$ cat src/rtl/user_input_m_pkg.sv
// Shared types, time constants and time-arithmetic helpers for the push-button
// front end of the clock (user_input_m).
package user_input_m_pkg;

    typedef logic [16:0] COUNTER_T;
    typedef logic        FLAG_T;

    localparam COUNTER_T COUNTER_MAX = 17'd86399;
    localparam COUNTER_T DAY_TICKS   = 17'd86400;
    localparam COUNTER_T MIN_TICK    = 17'd60;
    localparam COUNTER_T HOUR_TICK   = 17'd3600;

    typedef enum logic [2:0] {
        RUN    = 3'd0,
        T_HOUR = 3'd1,
        T_MIN  = 3'd2,
        A_HOUR = 3'd3,
        A_MIN  = 3'd4
    } state_e;

    // The sum gets an 18th bit so the wrap compare never sees a truncated value.
    function automatic COUNTER_T add_hour(input COUNTER_T t);
        logic [17:0] sum;
        sum = {1'b0, t} + {1'b0, HOUR_TICK};
        if (sum > {1'b0, COUNTER_MAX}) sum = sum - {1'b0, DAY_TICKS};
        return sum[16:0];
    endfunction

    function automatic COUNTER_T add_min(input COUNTER_T t);
        COUNTER_T minute;
        minute = (t % HOUR_TICK) / MIN_TICK;
        if (minute == 17'd59) return t - (HOUR_TICK - MIN_TICK);
        return t + MIN_TICK;
    endfunction

    function automatic COUNTER_T floor_min(input COUNTER_T t);
        return t - (t % MIN_TICK);
    endfunction

endpackage

$ cat src/rtl/user_input_m_if.sv
// Button, timestamp and control bundle between the user-input block and the
// counter/alarm side. The slave modport is the user-input block itself.
interface user_input_m_if;
    import user_input_m_pkg::*;

    logic       btn_mode;
    logic       btn_hour;
    logic       btn_min;
    logic       btn_alarm;
    COUNTER_T   counter_state;
    FLAG_T      set_flag;
    COUNTER_T   set_time;
    FLAG_T      alarm_flag;
    COUNTER_T   alarm_time;
    COUNTER_T   edit_time;
    logic [2:0] mode;

    modport master (
        output btn_mode, btn_hour, btn_min, btn_alarm, counter_state,
        input  set_flag, set_time, alarm_flag, alarm_time, edit_time, mode
    );

    modport slave (
        input  btn_mode, btn_hour, btn_min, btn_alarm, counter_state,
        output set_flag, set_time, alarm_flag, alarm_time, edit_time, mode
    );

endinterface

$ cat src/rtl/user_input_m_debounce.sv
// One push-button channel: 2-flop synchroniser, stability counter and a
// single-cycle press pulse on the accepted 0->1 level change.
module debounce_m #(
    parameter logic [15:0] DEBOUNCE_CYCLES = 16'd50000
) (
    input  logic clock,
    input  logic reset,
    input  logic raw,
    output logic press
);

    logic        sync1_q, sync2_q;
    logic        level_q, level_d;
    logic [15:0] cnt_q, cnt_d;
    logic        press_q, press_d;

    // The counter tracks how many consecutive samples disagree with the level.
    always_comb begin
        // NOTE: every _d gets a default first, so no latch can be inferred.
        level_d = level_q;
        cnt_d   = '0;
        press_d = 1'b0;
        if (sync2_q != level_q) begin
            if (cnt_q >= DEBOUNCE_CYCLES - 16'd1) begin
                level_d = sync2_q;
                press_d = sync2_q;
            end else begin
                cnt_d = cnt_q + 16'd1;
            end
        end
    end

    always_ff @(posedge clock or posedge reset) begin
        if (reset) begin
            sync1_q <= 1'b0;
            sync2_q <= 1'b0;
            level_q <= 1'b0;
            cnt_q   <= '0;
            press_q <= 1'b0;
        end else begin
            // NOTE: non-blocking so every flop samples the pre-edge values.
            sync1_q <= raw;
            sync2_q <= sync1_q;
            level_q <= level_d;
            cnt_q   <= cnt_d;
            press_q <= press_d;
        end
    end

    assign press = press_q;

endmodule

$ cat src/rtl/user_input_m.sv
// Mode FSM that turns debounced button presses into time-set and alarm-set
// controls; edits live in a shadow register until committed by the mode button.
module user_input_m
    import user_input_m_pkg::*;
#(
    parameter logic [15:0] DEBOUNCE_CYCLES = 16'd50000,
    parameter logic [31:0] IDLE_TIMEOUT    = 32'd500000000
) (
    input  logic          clock,
    input  logic          reset,
    user_input_m_if.slave io
);

    logic mode_ev, hour_ev, min_ev, alarm_ev;

    debounce_m #(.DEBOUNCE_CYCLES(DEBOUNCE_CYCLES)) u_db_mode (
        .clock(clock), .reset(reset), .raw(io.btn_mode),  .press(mode_ev));
    debounce_m #(.DEBOUNCE_CYCLES(DEBOUNCE_CYCLES)) u_db_hour (
        .clock(clock), .reset(reset), .raw(io.btn_hour),  .press(hour_ev));
    debounce_m #(.DEBOUNCE_CYCLES(DEBOUNCE_CYCLES)) u_db_min (
        .clock(clock), .reset(reset), .raw(io.btn_min),   .press(min_ev));
    debounce_m #(.DEBOUNCE_CYCLES(DEBOUNCE_CYCLES)) u_db_alarm (
        .clock(clock), .reset(reset), .raw(io.btn_alarm), .press(alarm_ev));

    state_e      state_q, state_d;
    COUNTER_T    shadow_q, shadow_d;
    FLAG_T       set_flag_q, set_flag_d;
    COUNTER_T    set_time_q, set_time_d;
    FLAG_T       alarm_flag_q, alarm_flag_d;
    COUNTER_T    alarm_time_q, alarm_time_d;
    logic [31:0] idle_q, idle_d;

    logic     in_edit;
    logic     any_ev;
    COUNTER_T adjusted;

    assign in_edit = (state_q != RUN);
    assign any_ev  = mode_ev | hour_ev | min_ev | alarm_ev;

    always_comb begin
        state_d      = state_q;
        shadow_d     = shadow_q;
        set_flag_d   = 1'b0;
        set_time_d   = set_time_q;
        alarm_flag_d = alarm_flag_q;
        alarm_time_d = alarm_time_q;
        idle_d       = idle_q;

        // Hour is applied before minute when both arrive together.
        adjusted = shadow_q;
        if (hour_ev) adjusted = add_hour(adjusted);
        if (min_ev)  adjusted = add_min(adjusted);

        if (mode_ev) begin
            unique case (state_q)
                RUN: begin
                    shadow_d = floor_min(io.counter_state);
                    state_d  = T_HOUR;
                end
                T_HOUR: state_d = T_MIN;
                T_MIN: begin
                    set_flag_d = 1'b1;
                    set_time_d = shadow_q;
                    shadow_d   = alarm_time_q;
                    state_d    = A_HOUR;
                end
                A_HOUR: state_d = A_MIN;
                A_MIN: begin
                    alarm_time_d = shadow_q;
                    state_d      = RUN;
                end
                default: state_d = RUN;
            endcase
        end else if (in_edit) begin
            shadow_d = adjusted;
        end

        if (alarm_ev && !in_edit) alarm_flag_d = ~alarm_flag_q;

        // An abandoned edit leaves set_time and alarm_time untouched.
        if (any_ev || !in_edit) begin
            idle_d = '0;
        end else if (idle_q >= IDLE_TIMEOUT - 32'd1) begin
            idle_d   = '0;
            state_d  = RUN;
            shadow_d = '0;
        end else begin
            idle_d = idle_q + 32'd1;
        end
    end

    always_ff @(posedge clock or posedge reset) begin
        if (reset) begin
            state_q      <= RUN;
            shadow_q     <= '0;
            set_flag_q   <= 1'b0;
            set_time_q   <= '0;
            alarm_flag_q <= 1'b0;
            alarm_time_q <= '0;
            idle_q       <= '0;
        end else begin
            state_q      <= state_d;
            shadow_q     <= shadow_d;
            set_flag_q   <= set_flag_d;
            set_time_q   <= set_time_d;
            alarm_flag_q <= alarm_flag_d;
            alarm_time_q <= alarm_time_d;
            idle_q       <= idle_d;
        end
    end

    assign io.set_flag   = set_flag_q;
    assign io.set_time   = set_time_q;
    assign io.alarm_flag = alarm_flag_q;
    assign io.alarm_time = alarm_time_q;
    assign io.edit_time  = in_edit ? shadow_q : io.counter_state;
    assign io.mode       = state_q;

endmodule
$ cat src/flat_wrapper.sv
// flat-port wrapper written by rule: the top's interface ports become plain ports
module user_input_m_flat import user_input_m_pkg::*;
#(
    parameter logic [15:0] DEBOUNCE_CYCLES = 16'd50000,
    parameter logic [31:0] IDLE_TIMEOUT    = 32'd500000000
)
  (clock, reset, io_btn_mode, io_btn_hour, io_btn_min, io_btn_alarm, io_counter_state, io_set_flag, io_set_time, io_alarm_flag, io_alarm_time, io_edit_time, io_mode);
  user_input_m_if io_i ();
  input  logic clock;
  input  logic reset;
  input wire logic [$bits(io_i.btn_mode)-1:0] io_btn_mode;
  input wire logic [$bits(io_i.btn_hour)-1:0] io_btn_hour;
  input wire logic [$bits(io_i.btn_min)-1:0] io_btn_min;
  input wire logic [$bits(io_i.btn_alarm)-1:0] io_btn_alarm;
  input wire logic [$bits(io_i.counter_state)-1:0] io_counter_state;
  output wire logic [$bits(io_i.set_flag)-1:0] io_set_flag;
  output wire logic [$bits(io_i.set_time)-1:0] io_set_time;
  output wire logic [$bits(io_i.alarm_flag)-1:0] io_alarm_flag;
  output wire logic [$bits(io_i.alarm_time)-1:0] io_alarm_time;
  output wire logic [$bits(io_i.edit_time)-1:0] io_edit_time;
  output wire logic [$bits(io_i.mode)-1:0] io_mode;
  assign io_i.btn_mode = io_btn_mode;
  assign io_i.btn_hour = io_btn_hour;
  assign io_i.btn_min = io_btn_min;
  assign io_i.btn_alarm = io_btn_alarm;
  assign io_i.counter_state = io_counter_state;
  assign io_set_flag = io_i.set_flag;
  assign io_set_time = io_i.set_time;
  assign io_alarm_flag = io_i.alarm_flag;
  assign io_alarm_time = io_i.alarm_time;
  assign io_edit_time = io_i.edit_time;
  assign io_mode = io_i.mode;
  user_input_m #(.DEBOUNCE_CYCLES(DEBOUNCE_CYCLES), .IDLE_TIMEOUT(IDLE_TIMEOUT)) u_core (.clock(clock), .reset(reset), .io(io_i));
endmodule
$ cat config.mk
export PLATFORM = sky130hd
export DESIGN_NAME = user_input_m_flat
export DESIGN_NICKNAME = d
export VERILOG_FILES = /design/src/rtl/user_input_m_pkg.sv /design/src/rtl/user_input_m_if.sv /design/src/rtl/user_input_m_debounce.sv /design/src/rtl/user_input_m.sv /design/src/flat_wrapper.sv
export SDC_FILE = /design/constraint.sdc
export NUM_CORES = 1
export LEC_CHECK = 0
export ABC_AREA = 1
export CAP_MARGIN = 0
export CORE_MARGIN = 5
export CORE_UTILIZATION = 45
export CTS_CLUSTER_DIAMETER = 200
export DETAILED_ROUTE_END_ITERATION = 8
export HOLD_SLACK_MARGIN = 0.03
export PLACE_DENSITY = 0.66
export SLEW_MARGIN = 10
export SYNTH_ARGS = -nofsm -noshare
export SYNTH_HDL_FRONTEND = slang
export SYNTH_SLANG_ARGS = --single-unit
$ cat constraint.sdc
create_clock -name clock -period 11.5 [get_ports clock]
set_input_delay 2.3 -clock clock [delete_from_list [all_inputs] [get_ports clock]]
set_output_delay 2.3 -clock clock [all_outputs]
set_load 0.02 [all_outputs]
## Yosys cells after proc, flatten, opt, wreduce, memory -nomap -nowiden

Cells that the tools add are included.

| storage, ports and cells | value |
|---|---|
| flip-flop bits (word level) | 168 |
| word-level logic and storage cells | 107 |

| operators by class | value |
|---|---|
| add/subtract/negate cells | 10 |
| div/mod/pow operators | 3 |
| magnitude comparators | 6 |
| equality and inequality tests | 9 |
| mux-type cells | 37 |
| bitwise logic cells | 4 |
| reductions and logical operators | 11 |

Operators with widths:

| operator | count |
|---|---|
| $mux 17 | 10 |
| $mux 16 | 8 |
| $add 16x1->16 const B | 4 |
| $ge 16x16->1 const B | 4 |
| $mux 32 | 2 |
| $pmux 17 s2 | 1 |
| $add 32x1->32 const B | 1 |
| $ge 32x29->1 const B | 1 |
| $add 17x12->18 const B | 1 |
| $gt 18x17->1 const B | 1 |
| $add 17x6->17 const B | 1 |
| $div 17x6->17 const B | 1 |
| $eq 17x6->1 const B | 1 |
| $mod 17x12->17 const B | 1 |
| $mod 17x6->17 const B | 1 |
| $sub 17x12->17 const B | 1 |
| $sub 17x17->17 | 1 |
| $sub 17x17->17 const B | 1 |
| $mux 1 | 12 |
| $pmux 3 s4 | 1 |
| $reduce_and 2->1 | 6 |
| $mux 3 | 3 |
| $eq 3x2->1 const B | 2 |
| $ne 1x1->1 | 4 |
| other kinds (9) | 11 |

## Logic depth before layout (Yosys ltp)

| logic depth | value |
|---|---|
| word-level depth | 15 |
| mapped depth | 99 |
| depth with buffers taken out | 99 |

## Cells and area by module

A second synthesis with hierarchy kept.

| unflattened totals | value |
|---|---|
| cells, all modules | 1976 |
| area, all modules | 13780.7 sq um |

By module, submodules not included:

| module | instances | cells each | area an instance (sq um) | sequential area each (sq um) |
|---|---|---|---|---|
| user_input_m | 1 | 1452 | 9516.6 | 2202.1 |
| debounce_m | 4 | 131 | 1066.0 | 500.5 |

## Least setup slack after synthesis

Ideal clock, no wire load.

| path | value |
|---|---|
| kind | in2reg |
| start point | in io_counter_state[14] |
| end point | reg u_core.shadow_q[16] |
| arrival time | 11.070 ns |
| data required time | 11.368 ns |
| slack | 0.298 ns |
| stages on the path | 94 |
| buffers on the path | 0 |
| cell sequence | nand3_1 -> nor2_1 -> inv_1 -> nand2_1 -> nor2_1 -> inv_2 -> o211ai_1 -> nand2_1 -> nor2_1 -> nor2_1 -> a31oi_1 -> inv_1 -> nor2_1 -> nand3_1 -> o21ai_1 -> inv_1 -> nand2_1 -> nand2_1 -> [58 not listed] -> o21a_1 -> o21a_1 -> o21a_1 -> o21ai_0 -> nand2_1 -> nand2_1 -> a21boi_0 -> nor2_1 -> o21ai_0 -> inv_1 -> nor2_1 -> o21ai_0 -> nand2_1 -> a21oi_1 -> xor2_1 -> o21ai_0 -> o211ai_1 -> a21oi_2 |

| on the way | value |
|---|---|
| word-level cells in the longest chain between the ends | 6 |

Ends and longest elaborated chain:

| item | RTL line | RTL |
|---|---|---|
| from (decl) | flat_wrapper.sv:15 | `input wire logic [$bits(io_i.counter_state)-1:0] io_counter_state;` |
| $mod 17x6->17 | user_input_m_pkg.sv:37 | `return t - (t % MIN_TICK);` |
| $sub 17x17->17 * | user_input_m_pkg.sv:37 |  |
| $pmux 17 s2 * | user_input_m.sv:55 | `unique case (state_q)` |
| $mux 17 * | user_input_m.sv:54 | `if (mode_ev) begin` |
| $mux 17 | user_input_m.sv:83 | `end else if (idle_q >= IDLE_TIMEOUT - 32'd1) begin` |
| $mux 17 * | user_input_m.sv:81 | `if (any_ev \|\| !in_edit) begin` |
| named net u_core.shadow_d[16] | user_input_m.sv:26 | `COUNTER_T shadow_q, shadow_d;` |
| to (signal assigned) | user_input_m.sv:103 | `shadow_q <= shadow_d;` |
| to (decl) | user_input_m.sv:26 |  |

Mark *: on every way through the listed nets, which the timed path passes. The rest lies on a longest branch.
A chain may end at the register's enable or synchronous reset.

## Final worst setup path

| path | value |
|---|---|
| start point | in io_counter_state[11] |
| end point | reg u_core.shadow_q[16] |

Same word-level chain as after synthesis.

==> flow_summary.json <==
{
  "final_nets": 2087,
  "leakage_nw": 7.53,
  "antenna_found_initial": 0,
  "cp.required_ns": 11.77,
  "r2r_cells": 84,
  "ant_nets": 0,
  "die_h_um": 178,
  "grt_pass1_wl_um": 55800,
  "worst-slew-pin-transition_ns": 1.15,
  "path_max_fanout": 4,
  "grt-ovfl-total": 0,
  "layout-drive-gt1-share_pct": 18.0,
  "p_per_area_mw_per_mm2": 114,
  "fmax_mhz": 86.2,
  "vias_per_cell": 5.16,
  "syn_inst": 1852,
  "async_flop_share_pct": 100,
  "setup_slack_ns": -0.0957,
  "seq_area_mm2": 0.00420,
  "area_delta_synth_final_pct": 22.9,
  "cts_root_buf": "clkbuf_16",
  "ir_worst_vdd_uv": 125,
  "min_period_over_period_pct": 101,
  "min_period_ns": 11.60,
  "critPathArrivalTime_ns": 11.86,
  "syn_area_per_cell_um2": 6.87,
  "drt-pass1-iter-count": 5,
  "synth_cell_type_count": 66,
  "path_clk_slew_ns": 0.07,
  "synth-seq-cells": 168,
  "fin_setup_tns_ns": -0.184,
  "cts_tree": "done",
  "violations": "negative setup slack",
  "crit_start": "io_counter_state[11]",
  "rows": 61,
  "syn-cell-area_mm2": 0.0127,
  "cts_max_level": 4,
  "routed_wl_um": 33600,
  "port_buffers": 78,
  "hold_class": "register to register",
  "clk_latency_ns": 0.43,
  "fin_skew_ns": 0.0130,
  "pin_count": 79,
  "crit_path_end_kind": "register",
  "grt_pass1_vias": 11900,
  "n_fill_cell": 2630,
  "startpoint_type": "input port",
  "totalPowerFinal_mw": 1.78,
  "rrSetupSlack_ns": 0.88,
  "maxCapViolations": 0,
  "yosysSeqAreaShare_pct": 33.1,
  "diodes": 0,
  "critPathKind": "input port to register",
  "fp.dieW_um": 178,
  "route.detailed.drc": 0,
  "status": "finished with violations",
  "grt_use_total_pct": 21.1,
  "reg2reg_to": "u_core.shadow_q[16]",
  "hold_buffers": 0,
  "report.final.slew_viol_count": 0,
  "setup_violations": 2,
  "slowest_stage": "clkdlybuf4s50_1",
  "r2r-start": "u_core.shadow_q[4]",
  "clockBufferDepth": 2,
  "gp_congestion": 0.866,
  "ys.warnings.count": 0,
  "hpwl_um": 24700,
  "vias": 12500,
  "fp.coreArea_mm2": 0.0279,
  "multi_input_area_mm2": 0.00777,
  "cpPeakStageDelay_ns": 0.53,
  "slew_headroom_pct": 23.5,
  "synth_edf_count": 0,
  "initial_utilization_pct": 45.7,
  "hold_violations": 0,
  "die_area_mm2": 0.0317,
  "endpoint": "u_core.shadow_q[16]",
  "clock-sinks": 168,
  "rsz0062_at_grt": "true",
  "grt_start_max_net_pins": 107,
  "wl_per_cell_um": 13.8,
  "cts-buffers-inserted": 17,
  "synth_flop_cell": "dfrtp_1",
  "drt_iter0_drc": 679
}
==> per-stage QoR <==
stage / utilization, % / hold WS [ns] / area [um2] / cells / worst slack, ns
after global placement: 51.5 / 0.333 / 14300 / 2353 / -0.566
after CTS: 54.6 / 0.351 / 15200 / 2406 / 0.0702
final: 56.1 / 0.351 / 15600 / 2424 / -0.0957
after detailed placement: 51.5 / 0.335 / 14300 / 2353 / -1.22
after global routing: 56.1 / 0.364 / 15600 / 2424 / -0.853
after floorplan: - / 0.331 / 12800 / 1863 / 0.298
==> registers in the layout, indices dropped and copies added (netlist names), 3 cells and up <==
signal	flops
u_core.u_db_alarm.cnt_q	16
u_core.u_db_hour.cnt_q	16
u_core.io.alarm_time	17
u_core.idle_q	32
u_core.shadow_q	17
u_core.io.set_time	17
u_core.io.mode	3
u_core.u_db_min.cnt_q	16
u_core.u_db_mode.cnt_q	16
==> report_power, final <==
part	internal, mW	switching (mW)
logic	0.309	0.305
registers	0.596	0.00327
clock network	0.297	0.268
==> cell usage in the layout (no fill, tap or decap), types with 5 or more instances in the layout <==
cell / synthesis / layout
clkbuf_16: 0 / 17
buf_6: 5 / 7
nand2_2: 46 / 71
nor2_4: 5 / 14
nor3b_1: 11 / 11
nand2_4: 17 / 21
nand3_1: 128 / 122
nand4_1: 25 / 25
inv_8: 0 / 5
a21oi_2: 3 / 9
nor2_1: 213 / 190
a21oi_1: 94 / 86
nand2_1: 426 / 397
nor3_1: 61 / 58
xnor2_1: 17 / 16
nor4_1: 10 / 10
conb_1: 2 / 13
clkdlybuf4s50_1: 0 / 73
o31ai_1: 5 / 5
o21ai_2: 3 / 10
a211oi_1: 6 / 5
o21ai_0: 124 / 109
o21ai_1: 11 / 18
ha_1: 31 / 29
nand3_2: 9 / 14
inv_1: 238 / 227
a31oi_1: 14 / 14
buf_4: 1 / 105
o21bai_1: 8 / 8
inv_6: 0 / 5
o21a_1: 7 / 7
dfrtp_1: 168 / 168
inv_2: 16 / 25
nor2_2: 8 / 22
xor2_1: 42 / 40
o211ai_1: 11 / 11
nand3_4: 4 / 5
==> cells in the mapped netlist, types with 6 or more instances <==
| master | instances | area (um2) |
|---|---|---|
| nand2_1 | 426 | 1600 |
| inv_1 | 238 | 893 |
| nor2_1 | 213 | 800 |
| dfrtp_1 | 168 | 4200 |
| nand3_1 | 128 | 641 |
| o21ai_0 | 124 | 621 |
| a21oi_1 | 94 | 470 |
| nor3_1 | 61 | 305 |
| nand2_2 | 46 | 288 |
| xor2_1 | 42 | 368 |
| ha_1 | 31 | 388 |
| nand4_1 | 25 | 156 |
| clkbuf_1 | 22 | 82.6 |
| nand2_4 | 17 | 191 |
| xnor2_1 | 17 | 149 |
| inv_2 | 16 | 60.1 |
| a31oi_1 | 14 | 87.6 |
| nor3b_1 | 11 | 82.6 |
| o211ai_1 | 11 | 82.6 |
| o21ai_1 | 11 | 55.1 |
| nor4_1 | 10 | 62.6 |
| nand3_2 | 9 | 90.1 |
| nor2_2 | 8 | 50.1 |
| o21bai_1 | 8 | 60.1 |
| o21a_1 | 7 | 52.6 |
| a211oi_1 | 6 | 45.0 |
==> worst max-delay path, delay by kind of cell <==
kind,cells,cell delay (ns)
compound gates,19,2.68
xor+xnor,2,0.34
fa+ha+maj,1,0.26
buf+inv,19,2.30
simple gates,42,3.95
==> kinds of logic after synthesis <==
kind of cell	share of synthesized area [%]
simple gates	35.9
compound gates	14.5
fa+ha+maj	3.05
other cells	0.0590
flops	33.1
buf+inv	9.38
xor+xnor	4.06
==> layer usage <==
metal	up-vias	part of all wire (%)	global-route usage, %
li1	6394	-	-
met1	5842	45	26.7
met2	230	50	37.6
met3	46	3.7	3.22
met4	0	1.7	5.32
met5	-	0	0
==> area by class of cell <==
class	instances	share of cell area, %
well taps	378	3.03
multi-input cells	1399	49.7
flip-flops and latches	168	26.9
repair buffers	186	10.3
clock buffers	18	2.81
inverters	261	6.35
clock inverters	14	0.953
==> worst min path at each step <==
stage / to / slack [ns] / depth (start not counted) / startpoint
2_1_floorplan: u_core.u_db_alarm.sync2_q / 0.33 / 0 / u_core.u_db_alarm.sync1_q
3_3_place_gp: u_core.u_db_mode.sync2_q / 0.33 / 0 / u_core.u_db_mode.sync1_q
3_5_place_dp: u_core.u_db_min.sync2_q / 0.33 / 0 / u_core.u_db_min.sync1_q
4_1_cts: u_core.u_db_min.sync2_q / 0.35 / 0 / u_core.u_db_min.sync1_q
5_1_grt: u_core.u_db_mode.sync2_q / 0.36 / 0 / u_core.u_db_mode.sync1_q
6_report: u_core.u_db_min.sync2_q / 0.35 / 0 / u_core.u_db_min.sync1_q
==> timing repair <==
item	in CTS	in global routing
setup buffers	21	20
cloned	0	0
resized for setup	47	112
setup endpoints to repair	6	11
pin swaps	33	87
(Power assumes the default switching activity.)
